<file path="config.mk">
export PLATFORM = sky130hd
export DESIGN_NAME = rasterizer_scan_controller_flat
export DESIGN_NICKNAME = d
export VERILOG_FILES = /design/src/rtl/rasterizer_scan_controller_if.sv /design/src/rtl/rasterizer_scan_controller.sv /design/src/flat_wrapper.sv
export SDC_FILE = /design/constraint.sdc
export NUM_CORES = 1
export LEC_CHECK = 0
export ABC_AREA = 1
export ABC_CLOCK_PERIOD_IN_PS = 5200
export CAP_MARGIN = 20
export CORE_MARGIN = 4
export CORE_UTILIZATION = 54
export CTS_CLUSTER_DIAMETER = 80
export DETAILED_ROUTE_END_ITERATION = 8
export PLACE_DENSITY = 0.95
export SYNTH_ARGS = -nofsm -noshare
export SYNTH_HDL_FRONTEND = slang
export SYNTH_SLANG_ARGS = --single-unit
</file>
<file path="constraint.sdc">
create_clock -name i_clk -period 5.2 [get_ports i_clk]
set_input_delay 1.04 -clock i_clk [delete_from_list [all_inputs] [get_ports i_clk]]
set_output_delay 1.04 -clock i_clk [all_outputs]
set_load 0.005 [all_outputs]
</file>
<file path="src/rtl/rasterizer_scan_controller_if.sv">
// Bundle between the scan controller, the triangle setup stage, the
// intersection detector and the fragment writer. master = controller side.
interface rasterizer_scan_controller_if #(
    parameter int HORIZ_RESOLUTION = 10,
    parameter int VERT_RESOLUTION  = 10
);
    localparam int XW = $clog2(HORIZ_RESOLUTION);
    localparam int YW = $clog2(VERT_RESOLUTION);

    logic                 i_tri_valid;
    logic                 o_tri_ready;
    logic [XW-1:0]        i_tri_p0_x, i_tri_p1_x, i_tri_p2_x;
    logic [YW-1:0]        i_tri_p0_y, i_tri_p1_y, i_tri_p2_y;
    logic signed [7:0]    i_tri_slack;

    logic                 o_det_load_triangle;
    logic [XW-1:0]        o_det_p0_x, o_det_p1_x, o_det_p2_x;
    logic [YW-1:0]        o_det_p0_y, o_det_p1_y, o_det_p2_y;
    logic signed [7:0]    o_det_slack;
    logic [2*XW-1:0]      o_det_point_x;
    logic [2*YW-1:0]      o_det_point_y;
    logic                 i_det_triangle_loaded;
    logic                 i_det_point_inside;

    logic                 o_frag_valid;
    logic                 i_frag_ready;
    logic [XW-1:0]        o_frag_x;
    logic [YW-1:0]        o_frag_y;

    logic                 o_busy;
    logic                 o_done;
    logic                 o_error;

    modport master (
        input  i_tri_valid, i_tri_p0_x, i_tri_p1_x, i_tri_p2_x,
               i_tri_p0_y, i_tri_p1_y, i_tri_p2_y, i_tri_slack,
               i_det_triangle_loaded, i_det_point_inside, i_frag_ready,
        output o_tri_ready, o_det_load_triangle,
               o_det_p0_x, o_det_p1_x, o_det_p2_x,
               o_det_p0_y, o_det_p1_y, o_det_p2_y, o_det_slack,
               o_det_point_x, o_det_point_y,
               o_frag_valid, o_frag_x, o_frag_y, o_busy, o_done, o_error
    );

    modport slave (
        output i_tri_valid, i_tri_p0_x, i_tri_p1_x, i_tri_p2_x,
               i_tri_p0_y, i_tri_p1_y, i_tri_p2_y, i_tri_slack,
               i_det_triangle_loaded, i_det_point_inside, i_frag_ready,
        input  o_tri_ready, o_det_load_triangle,
               o_det_p0_x, o_det_p1_x, o_det_p2_x,
               o_det_p0_y, o_det_p1_y, o_det_p2_y, o_det_slack,
               o_det_point_x, o_det_point_y,
               o_frag_valid, o_frag_x, o_frag_y, o_busy, o_done, o_error
    );
endinterface

</file>
<file path="src/rtl/rasterizer_scan_controller.sv">
// Per-triangle sequencer: loads the intersection detector, sweeps the clamped
// bounding box in row-major order and streams covered pixels as fragments.
module rasterizer_scan_controller #(
    parameter int HORIZ_RESOLUTION = 10,
    parameter int VERT_RESOLUTION  = 10,
    parameter int DETECT_LATENCY   = 2,
    parameter int LOAD_TIMEOUT     = 64
) (
    input  logic                          i_clk,
    input  logic                          i_srst_n,
    rasterizer_scan_controller_if.master  bus
);
    localparam int XW = $clog2(HORIZ_RESOLUTION);
    localparam int YW = $clog2(VERT_RESOLUTION);
    localparam int TW = $clog2(LOAD_TIMEOUT + 1);
    localparam int LW = $clog2(DETECT_LATENCY + 1);
    localparam logic [XW-1:0] X_LAST = XW'(HORIZ_RESOLUTION - 1);
    localparam logic [YW-1:0] Y_LAST = YW'(VERT_RESOLUTION - 1);

    localparam logic [2:0] IDLE        = 3'd0;
    localparam logic [2:0] LOAD        = 3'd1;
    localparam logic [2:0] WAIT_LOADED = 3'd2;
    localparam logic [2:0] ISSUE       = 3'd3;
    localparam logic [2:0] WAIT_RESULT = 3'd4;
    localparam logic [2:0] EMIT        = 3'd5;
    localparam logic [2:0] DONE        = 3'd6;

    logic [2:0]        state;
    logic [XW-1:0]     p0_x, p1_x, p2_x, xmin, xmax, probe_x;
    logic [YW-1:0]     p0_y, p1_y, p2_y, ymin, ymax, probe_y;
    logic signed [7:0] slack;
    logic [TW-1:0]     to_cnt;
    logic [LW-1:0]     lat_cnt;
    logic              error;

    logic [XW-1:0]     in_xmin, in_xmax, next_x;
    logic [YW-1:0]     in_ymin, in_ymax, next_y;
    logic              last_probe;

    // NOTE: every always_comb output gets a default first, so no path leaves it unassigned and no latch is inferred.
    always_comb begin
        in_xmin = bus.i_tri_p0_x;
        if (bus.i_tri_p1_x < in_xmin) in_xmin = bus.i_tri_p1_x;
        if (bus.i_tri_p2_x < in_xmin) in_xmin = bus.i_tri_p2_x;
        in_xmax = bus.i_tri_p0_x;
        if (bus.i_tri_p1_x > in_xmax) in_xmax = bus.i_tri_p1_x;
        if (bus.i_tri_p2_x > in_xmax) in_xmax = bus.i_tri_p2_x;
        if (in_xmax > X_LAST)         in_xmax = X_LAST;

        in_ymin = bus.i_tri_p0_y;
        if (bus.i_tri_p1_y < in_ymin) in_ymin = bus.i_tri_p1_y;
        if (bus.i_tri_p2_y < in_ymin) in_ymin = bus.i_tri_p2_y;
        in_ymax = bus.i_tri_p0_y;
        if (bus.i_tri_p1_y > in_ymax) in_ymax = bus.i_tri_p1_y;
        if (bus.i_tri_p2_y > in_ymax) in_ymax = bus.i_tri_p2_y;
        if (in_ymax > Y_LAST)         in_ymax = Y_LAST;
    end

    // Row-major advance inside the bounding box; never used on the last probe.
    always_comb begin
        last_probe = (probe_x == xmax) && (probe_y == ymax);
        next_x     = probe_x + 1'b1;
        next_y     = probe_y;
        if (probe_x == xmax) begin
            next_x = xmin;
            next_y = probe_y + 1'b1;
        end
    end

    // NOTE: state registers use non-blocking assignments so every flop samples pre-edge values.
    always_ff @(posedge i_clk) begin
        if (!i_srst_n) begin
            state   <= IDLE;
            p0_x    <= '0; p1_x <= '0; p2_x <= '0;
            p0_y    <= '0; p1_y <= '0; p2_y <= '0;
            slack   <= '0;
            xmin    <= '0; xmax <= '0; ymin <= '0; ymax <= '0;
            probe_x <= '0; probe_y <= '0;
            to_cnt  <= '0;
            lat_cnt <= '0;
            error   <= 1'b0;
        end else begin
            case (state)
                IDLE: if (bus.i_tri_valid) begin
                    p0_x  <= bus.i_tri_p0_x; p1_x <= bus.i_tri_p1_x; p2_x <= bus.i_tri_p2_x;
                    p0_y  <= bus.i_tri_p0_y; p1_y <= bus.i_tri_p1_y; p2_y <= bus.i_tri_p2_y;
                    slack <= bus.i_tri_slack;
                    xmin  <= in_xmin; xmax <= in_xmax;
                    ymin  <= in_ymin; ymax <= in_ymax;
                    error <= 1'b0;
                    state <= (in_xmin > X_LAST || in_ymin > Y_LAST) ? DONE : LOAD;
                end
                LOAD: begin
                    to_cnt <= '0;
                    state  <= WAIT_LOADED;
                end
                WAIT_LOADED: begin
                    if (bus.i_det_triangle_loaded) begin
                        probe_x <= xmin;
                        probe_y <= ymin;
                        state   <= ISSUE;
                    end else if (to_cnt == TW'(LOAD_TIMEOUT - 1)) begin
                        error <= 1'b1;
                        state <= DONE;
                    end else begin
                        to_cnt <= to_cnt + 1'b1;
                    end
                end
                ISSUE: begin
                    lat_cnt <= LW'(1);
                    state   <= WAIT_RESULT;
                end
                WAIT_RESULT: begin
                    if (lat_cnt == LW'(DETECT_LATENCY)) begin
                        if (bus.i_det_point_inside) begin
                            state <= EMIT;
                        end else if (last_probe) begin
                            state <= DONE;
                        end else begin
                            probe_x <= next_x;
                            probe_y <= next_y;
                            state   <= ISSUE;
                        end
                    end else begin
                        lat_cnt <= lat_cnt + 1'b1;
                    end
                end
                EMIT: if (bus.i_frag_ready) begin
                    if (last_probe) begin
                        state <= DONE;
                    end else begin
                        probe_x <= next_x;
                        probe_y <= next_y;
                        state   <= ISSUE;
                    end
                end
                DONE:    state <= IDLE;
                default: state <= IDLE;
            endcase
        end
    end

    assign bus.o_tri_ready         = (state == IDLE);
    assign bus.o_busy              = (state != IDLE);
    assign bus.o_done              = (state == DONE);
    assign bus.o_error             = error;
    assign bus.o_det_load_triangle = (state == LOAD);
    assign bus.o_det_p0_x          = p0_x;
    assign bus.o_det_p1_x          = p1_x;
    assign bus.o_det_p2_x          = p2_x;
    assign bus.o_det_p0_y          = p0_y;
    assign bus.o_det_p1_y          = p1_y;
    assign bus.o_det_p2_y          = p2_y;
    assign bus.o_det_slack         = slack;
    assign bus.o_det_point_x       = {{XW{1'b0}}, probe_x};
    assign bus.o_det_point_y       = {{YW{1'b0}}, probe_y};
    assign bus.o_frag_valid        = (state == EMIT);
    assign bus.o_frag_x            = probe_x;
    assign bus.o_frag_y            = probe_y;
endmodule

</file>
<file path="src/flat_wrapper.sv">
// flat-port wrapper written by rule: the top's interface ports become plain ports
module rasterizer_scan_controller_flat 
#(
    parameter int HORIZ_RESOLUTION = 10,
    parameter int VERT_RESOLUTION  = 10,
    parameter int DETECT_LATENCY   = 2,
    parameter int LOAD_TIMEOUT     = 64
)
  (i_clk, i_srst_n, bus_i_tri_valid, bus_i_tri_p0_x, bus_i_tri_p1_x, bus_i_tri_p2_x, bus_i_tri_p0_y, bus_i_tri_p1_y, bus_i_tri_p2_y, bus_i_tri_slack, bus_i_det_triangle_loaded, bus_i_det_point_inside, bus_i_frag_ready, bus_o_tri_ready, bus_o_det_load_triangle, bus_o_det_p0_x, bus_o_det_p1_x, bus_o_det_p2_x, bus_o_det_p0_y, bus_o_det_p1_y, bus_o_det_p2_y, bus_o_det_slack, bus_o_det_point_x, bus_o_det_point_y, bus_o_frag_valid, bus_o_frag_x, bus_o_frag_y, bus_o_busy, bus_o_done, bus_o_error);
  rasterizer_scan_controller_if #(.HORIZ_RESOLUTION(HORIZ_RESOLUTION), .VERT_RESOLUTION(VERT_RESOLUTION)) bus_i ();
  input  logic i_clk;
  input  logic i_srst_n;
  input wire logic [$bits(bus_i.i_tri_valid)-1:0] bus_i_tri_valid;
  input wire logic [$bits(bus_i.i_tri_p0_x)-1:0] bus_i_tri_p0_x;
  input wire logic [$bits(bus_i.i_tri_p1_x)-1:0] bus_i_tri_p1_x;
  input wire logic [$bits(bus_i.i_tri_p2_x)-1:0] bus_i_tri_p2_x;
  input wire logic [$bits(bus_i.i_tri_p0_y)-1:0] bus_i_tri_p0_y;
  input wire logic [$bits(bus_i.i_tri_p1_y)-1:0] bus_i_tri_p1_y;
  input wire logic [$bits(bus_i.i_tri_p2_y)-1:0] bus_i_tri_p2_y;
  input wire logic [$bits(bus_i.i_tri_slack)-1:0] bus_i_tri_slack;
  input wire logic [$bits(bus_i.i_det_triangle_loaded)-1:0] bus_i_det_triangle_loaded;
  input wire logic [$bits(bus_i.i_det_point_inside)-1:0] bus_i_det_point_inside;
  input wire logic [$bits(bus_i.i_frag_ready)-1:0] bus_i_frag_ready;
  output wire logic [$bits(bus_i.o_tri_ready)-1:0] bus_o_tri_ready;
  output wire logic [$bits(bus_i.o_det_load_triangle)-1:0] bus_o_det_load_triangle;
  output wire logic [$bits(bus_i.o_det_p0_x)-1:0] bus_o_det_p0_x;
  output wire logic [$bits(bus_i.o_det_p1_x)-1:0] bus_o_det_p1_x;
  output wire logic [$bits(bus_i.o_det_p2_x)-1:0] bus_o_det_p2_x;
  output wire logic [$bits(bus_i.o_det_p0_y)-1:0] bus_o_det_p0_y;
  output wire logic [$bits(bus_i.o_det_p1_y)-1:0] bus_o_det_p1_y;
  output wire logic [$bits(bus_i.o_det_p2_y)-1:0] bus_o_det_p2_y;
  output wire logic [$bits(bus_i.o_det_slack)-1:0] bus_o_det_slack;
  output wire logic [$bits(bus_i.o_det_point_x)-1:0] bus_o_det_point_x;
  output wire logic [$bits(bus_i.o_det_point_y)-1:0] bus_o_det_point_y;
  output wire logic [$bits(bus_i.o_frag_valid)-1:0] bus_o_frag_valid;
  output wire logic [$bits(bus_i.o_frag_x)-1:0] bus_o_frag_x;
  output wire logic [$bits(bus_i.o_frag_y)-1:0] bus_o_frag_y;
  output wire logic [$bits(bus_i.o_busy)-1:0] bus_o_busy;
  output wire logic [$bits(bus_i.o_done)-1:0] bus_o_done;
  output wire logic [$bits(bus_i.o_error)-1:0] bus_o_error;
  assign bus_i.i_tri_valid = bus_i_tri_valid;
  assign bus_i.i_tri_p0_x = bus_i_tri_p0_x;
  assign bus_i.i_tri_p1_x = bus_i_tri_p1_x;
  assign bus_i.i_tri_p2_x = bus_i_tri_p2_x;
  assign bus_i.i_tri_p0_y = bus_i_tri_p0_y;
  assign bus_i.i_tri_p1_y = bus_i_tri_p1_y;
  assign bus_i.i_tri_p2_y = bus_i_tri_p2_y;
  assign bus_i.i_tri_slack = bus_i_tri_slack;
  assign bus_i.i_det_triangle_loaded = bus_i_det_triangle_loaded;
  assign bus_i.i_det_point_inside = bus_i_det_point_inside;
  assign bus_i.i_frag_ready = bus_i_frag_ready;
  assign bus_o_tri_ready = bus_i.o_tri_ready;
  assign bus_o_det_load_triangle = bus_i.o_det_load_triangle;
  assign bus_o_det_p0_x = bus_i.o_det_p0_x;
  assign bus_o_det_p1_x = bus_i.o_det_p1_x;
  assign bus_o_det_p2_x = bus_i.o_det_p2_x;
  assign bus_o_det_p0_y = bus_i.o_det_p0_y;
  assign bus_o_det_p1_y = bus_i.o_det_p1_y;
  assign bus_o_det_p2_y = bus_i.o_det_p2_y;
  assign bus_o_det_slack = bus_i.o_det_slack;
  assign bus_o_det_point_x = bus_i.o_det_point_x;
  assign bus_o_det_point_y = bus_i.o_det_point_y;
  assign bus_o_frag_valid = bus_i.o_frag_valid;
  assign bus_o_frag_x = bus_i.o_frag_x;
  assign bus_o_frag_y = bus_i.o_frag_y;
  assign bus_o_busy = bus_i.o_busy;
  assign bus_o_done = bus_i.o_done;
  assign bus_o_error = bus_i.o_error;
  rasterizer_scan_controller #(.HORIZ_RESOLUTION(HORIZ_RESOLUTION), .VERT_RESOLUTION(VERT_RESOLUTION), .DETECT_LATENCY(DETECT_LATENCY), .LOAD_TIMEOUT(LOAD_TIMEOUT)) u_core (.i_clk(i_clk), .i_srst_n(i_srst_n), .bus(bus_i));
endmodule
</file>
==> out/metrics.cfg <==
[outcome]
run_status=completed

[logic_synthesis]
yosys_warnings=0
syn_area_per_cell_um2=7.210
ys_seq_area_frac=0.3477
yosys.cell_types.count=39
ys_ff_latch=69
synth_ff_type=dfxtp_1
async_flop_share=0
synthCells=551
netlist_area_um2=3973
synth_edf_count=0

[floorplanning]
initial_core_util=0.5506
io_pins=100
core_um2=7214
die_h_um=93.77
fp-row-count=31
fp.dieW_um=93.77
dieArea_um2=8793

[route]
ant_nets=0
drc=0
drt-wirelength-per-cell_um=13.47
drt-initial-drc-count=209
vias_per_cell=5.219
num_vias=3831
routed_wl_um=9885
first_pass_iters=5

[sta]
setup_viol=0
rsz0062_at_grt=false
drv_slew=0
fin_crit_sh=0.7441
fin_skew_ns=0.006455
tightest_slew_ns=0.9395
whs_ns=0.4647
post-route-min-period_ns=3.869
timing.fmax_mhz=258.4
fin_setup_tns_ns=0
slew_headroom=0.3728
hold_viol=0

[final_layout]
fin_nets=698
antennaDiodeCount=0
drive_above_1_share=0.08976
area_delta_synth_final_pct=27.09
fin_area_um2=5049
final_core_util=0.6998

[pwr]
peakVddDrop_mv=0.2074
p_leak_nw=2.174
power_density_nw_per_um2=420.7
total_power_mw=2.124

[global_routing]
globalRouteOverflowTotal=0
grt_pass1_vias=3671
track_usage=0.2340
antenna_found_initial=0
grt_max_degree=65
grt_first_pass_wirelength_um=16680

[job]
cap_violations=0

[placed_design]
routabilityCongestion=0.8925
placed_cell_area_um2=4862
io_buffers=91
post-dp-hpwl_um=7399

[worst_setup_path]
worstPathRequired_ns=5.49
start_kind=primary input
end_kind=flip-flop
crit_arrival_ns=4.16
path_class=in -> reg
crit_fanout=8

[clock_network]
clk_pin_slew_ns=0.07
cts_tree=done
cts-buffers-inserted=9
postCtsResizedCells=0
cts_setup_buffers=0
clkLatencyLatePin_ns=0.34
cts_root_buf=clkbuf_8
htree_levels=3
hold_buffers=0
cts.sinks=69
cts_buffer_depth=2

[hold_path]
hold_class=reg -> reg

-- cells in the mapped netlist (2+ instances only) --
library cell,n,area share
a211oi_1,2,0.0038
a21oi_1,62,0.078
a21oi_2,4,0.0088
a31oi_1,6,0.0094
buf_2,5,0.0063
buf_4,16,0.030
clkbuf_1,11,0.010
dfxtp_1,69,0.35
ha_1,29,0.091
inv_1,49,0.046
inv_2,7,0.0066
nand2_1,130,0.12
nand2_2,10,0.016
nand3_1,10,0.013
nand3b_1,3,0.0057
nor2_1,30,0.028
nor2_2,8,0.013
nor2_4,4,0.011
nor3_1,6,0.0076
nor4_2,2,0.0063
o211ai_1,4,0.0076
o21a_1,2,0.0038
o21ai_0,48,0.060
o21ai_1,6,0.0076
or2_2,2,0.0031
xnor2_1,8,0.018
xor2_1,6,0.013
-- kinds of logic after synthesis --
group / count (synthesis) / share of synthesized area
simple gates: 211 / 0.2400
compound gates: 137 / 0.1865
buf+inv: 90 / 0.1027
flops: 69 / 0.3477
fa+ha+maj: 29 / 0.09134
xor+xnor: 14 / 0.03087
other cells: 1 / 0.0009440
-- report_power, final --
| group | switching, mW | leakage, nW | total [mW] | internal [mW] |
|---|---|---|---|---|
| Combinational | 0.533 | 1.52 | 0.990 | 0.457 |
| Sequential | 0.106 | 0.566 | 0.763 | 0.657 |
| Clock | 0.188 | 0.0833 | 0.371 | 0.183 |
-- cell usage in the layout, fill, tap and decap left out, types with 3 or more instances in the layout --
master and n:
a21oi_1 62, a21oi_2 4, a31oi_1 6, clkbuf_1 3, clkbuf_8 10, clkdlybuf4s50_1 91, clkinv_2 3, conb_1 8
dfxtp_1 69, ha_1 29, inv_1 49, inv_2 7, nand2_1 130, nand2_2 10, nand3_1 10, nand3b_1 3
nor2_1 30, nor2_2 8, nor2_4 4, nor3_1 6, o211ai_1 4, o21ai_0 48, o21ai_1 6, xnor2_1 8
xor2_1 6
-- layer usage --
metal | wire [µm] | vias up | global-route usage
met5 | 0 | - | 0
met1 | 4191 | 1741 | 0.2808
li1 | - | 1943 | -
met4 | 159 | 0 | 0.09025
met3 | 606 | 14 | 0.04327
met2 | 4928 | 133 | 0.4110
-- final timing paths --
kind                            startpoint                  endpoint  slack [ns]  cells past startpoint
setup / recovery         bus_i_tri_p0_y[3]            u_core.ymax[3]        1.33                     18
hold / removal    u_core.bus.o_det_p1_x[2]  u_core.bus.o_det_p1_x[2]        0.46                      2
setup reg to reg           u_core.state[0]            u_core.ymax[3]        2.84                      9
hold reg to reg   u_core.bus.o_det_p1_x[2]  u_core.bus.o_det_p1_x[2]        0.46                      2
-- area by class of cell --
type | instances | area, µm²
Multi-Input combinational cell | 399 | 2210
Fill cell | 582 | 2166
Sequential cell | 69 | 1381
Timing Repair Buffer | 94 | 953.4
Inverter | 58 | 221.5
Clock buffer | 13 | 148.9
Tap cell | 99 | 123.9
Clock inverter | 2 | 10.01
-- per-stage QoR --
| stage | setup slack, ns | cells |
|---|---|---|
| after floorplan | 1.880 | 558 |
| after global placement | 1.244 | 718 |
| after detailed placement | 1.023 | 718 |
| after CTS | 1.363 | 733 |
| after global routing | 0.9704 | 734 |
| final | 1.331 | 734 |
-- state kept, by name, summed over array words and instances (netlist names) --
| register | count |
|---|---|
| u_core.state | 3 |
| u_core.bus.o_det_p0_y | 4 |
| u_core.bus.o_frag_y | 4 |
| u_core.bus.o_det_p1_y | 4 |
| u_core.bus.o_det_slack | 8 |
| u_core.bus.o_det_p2_y | 4 |
| u_core.bus.o_frag_x | 4 |
| u_core.bus.o_det_p0_x | 4 |
| u_core.bus.o_det_p2_x | 4 |
| u_core.ymax | 4 |
| u_core.ymin | 4 |
| u_core.lat_cnt | 2 |
| u_core.bus.o_det_p1_x | 4 |
| u_core.to_cnt | 7 |
| u_core.xmax | 4 |
| u_core.xmin | 4 |
| u_core.bus.o_error | 1 |
-- worst max-delay path, cell delays in order --
cell and delay (ns):
clkdlybuf4s50_1 0.48, inv_1 0.08, ha_1 0.32, nand2_1 0.08, inv_2 0.06, nand2_2 0.06
nand2_2 0.10, nand2_1 0.15, o21ai_0 0.30, ha_1 0.31, a21oi_1 0.15, o21ai_0 0.08
o21ai_1 0.27, nor2_1 0.08, a21oi_1 0.16, nor2_1 0.09, or2_2 0.28, inv_1 0.05
Note: power is estimated with default switching activity, not from simulation.
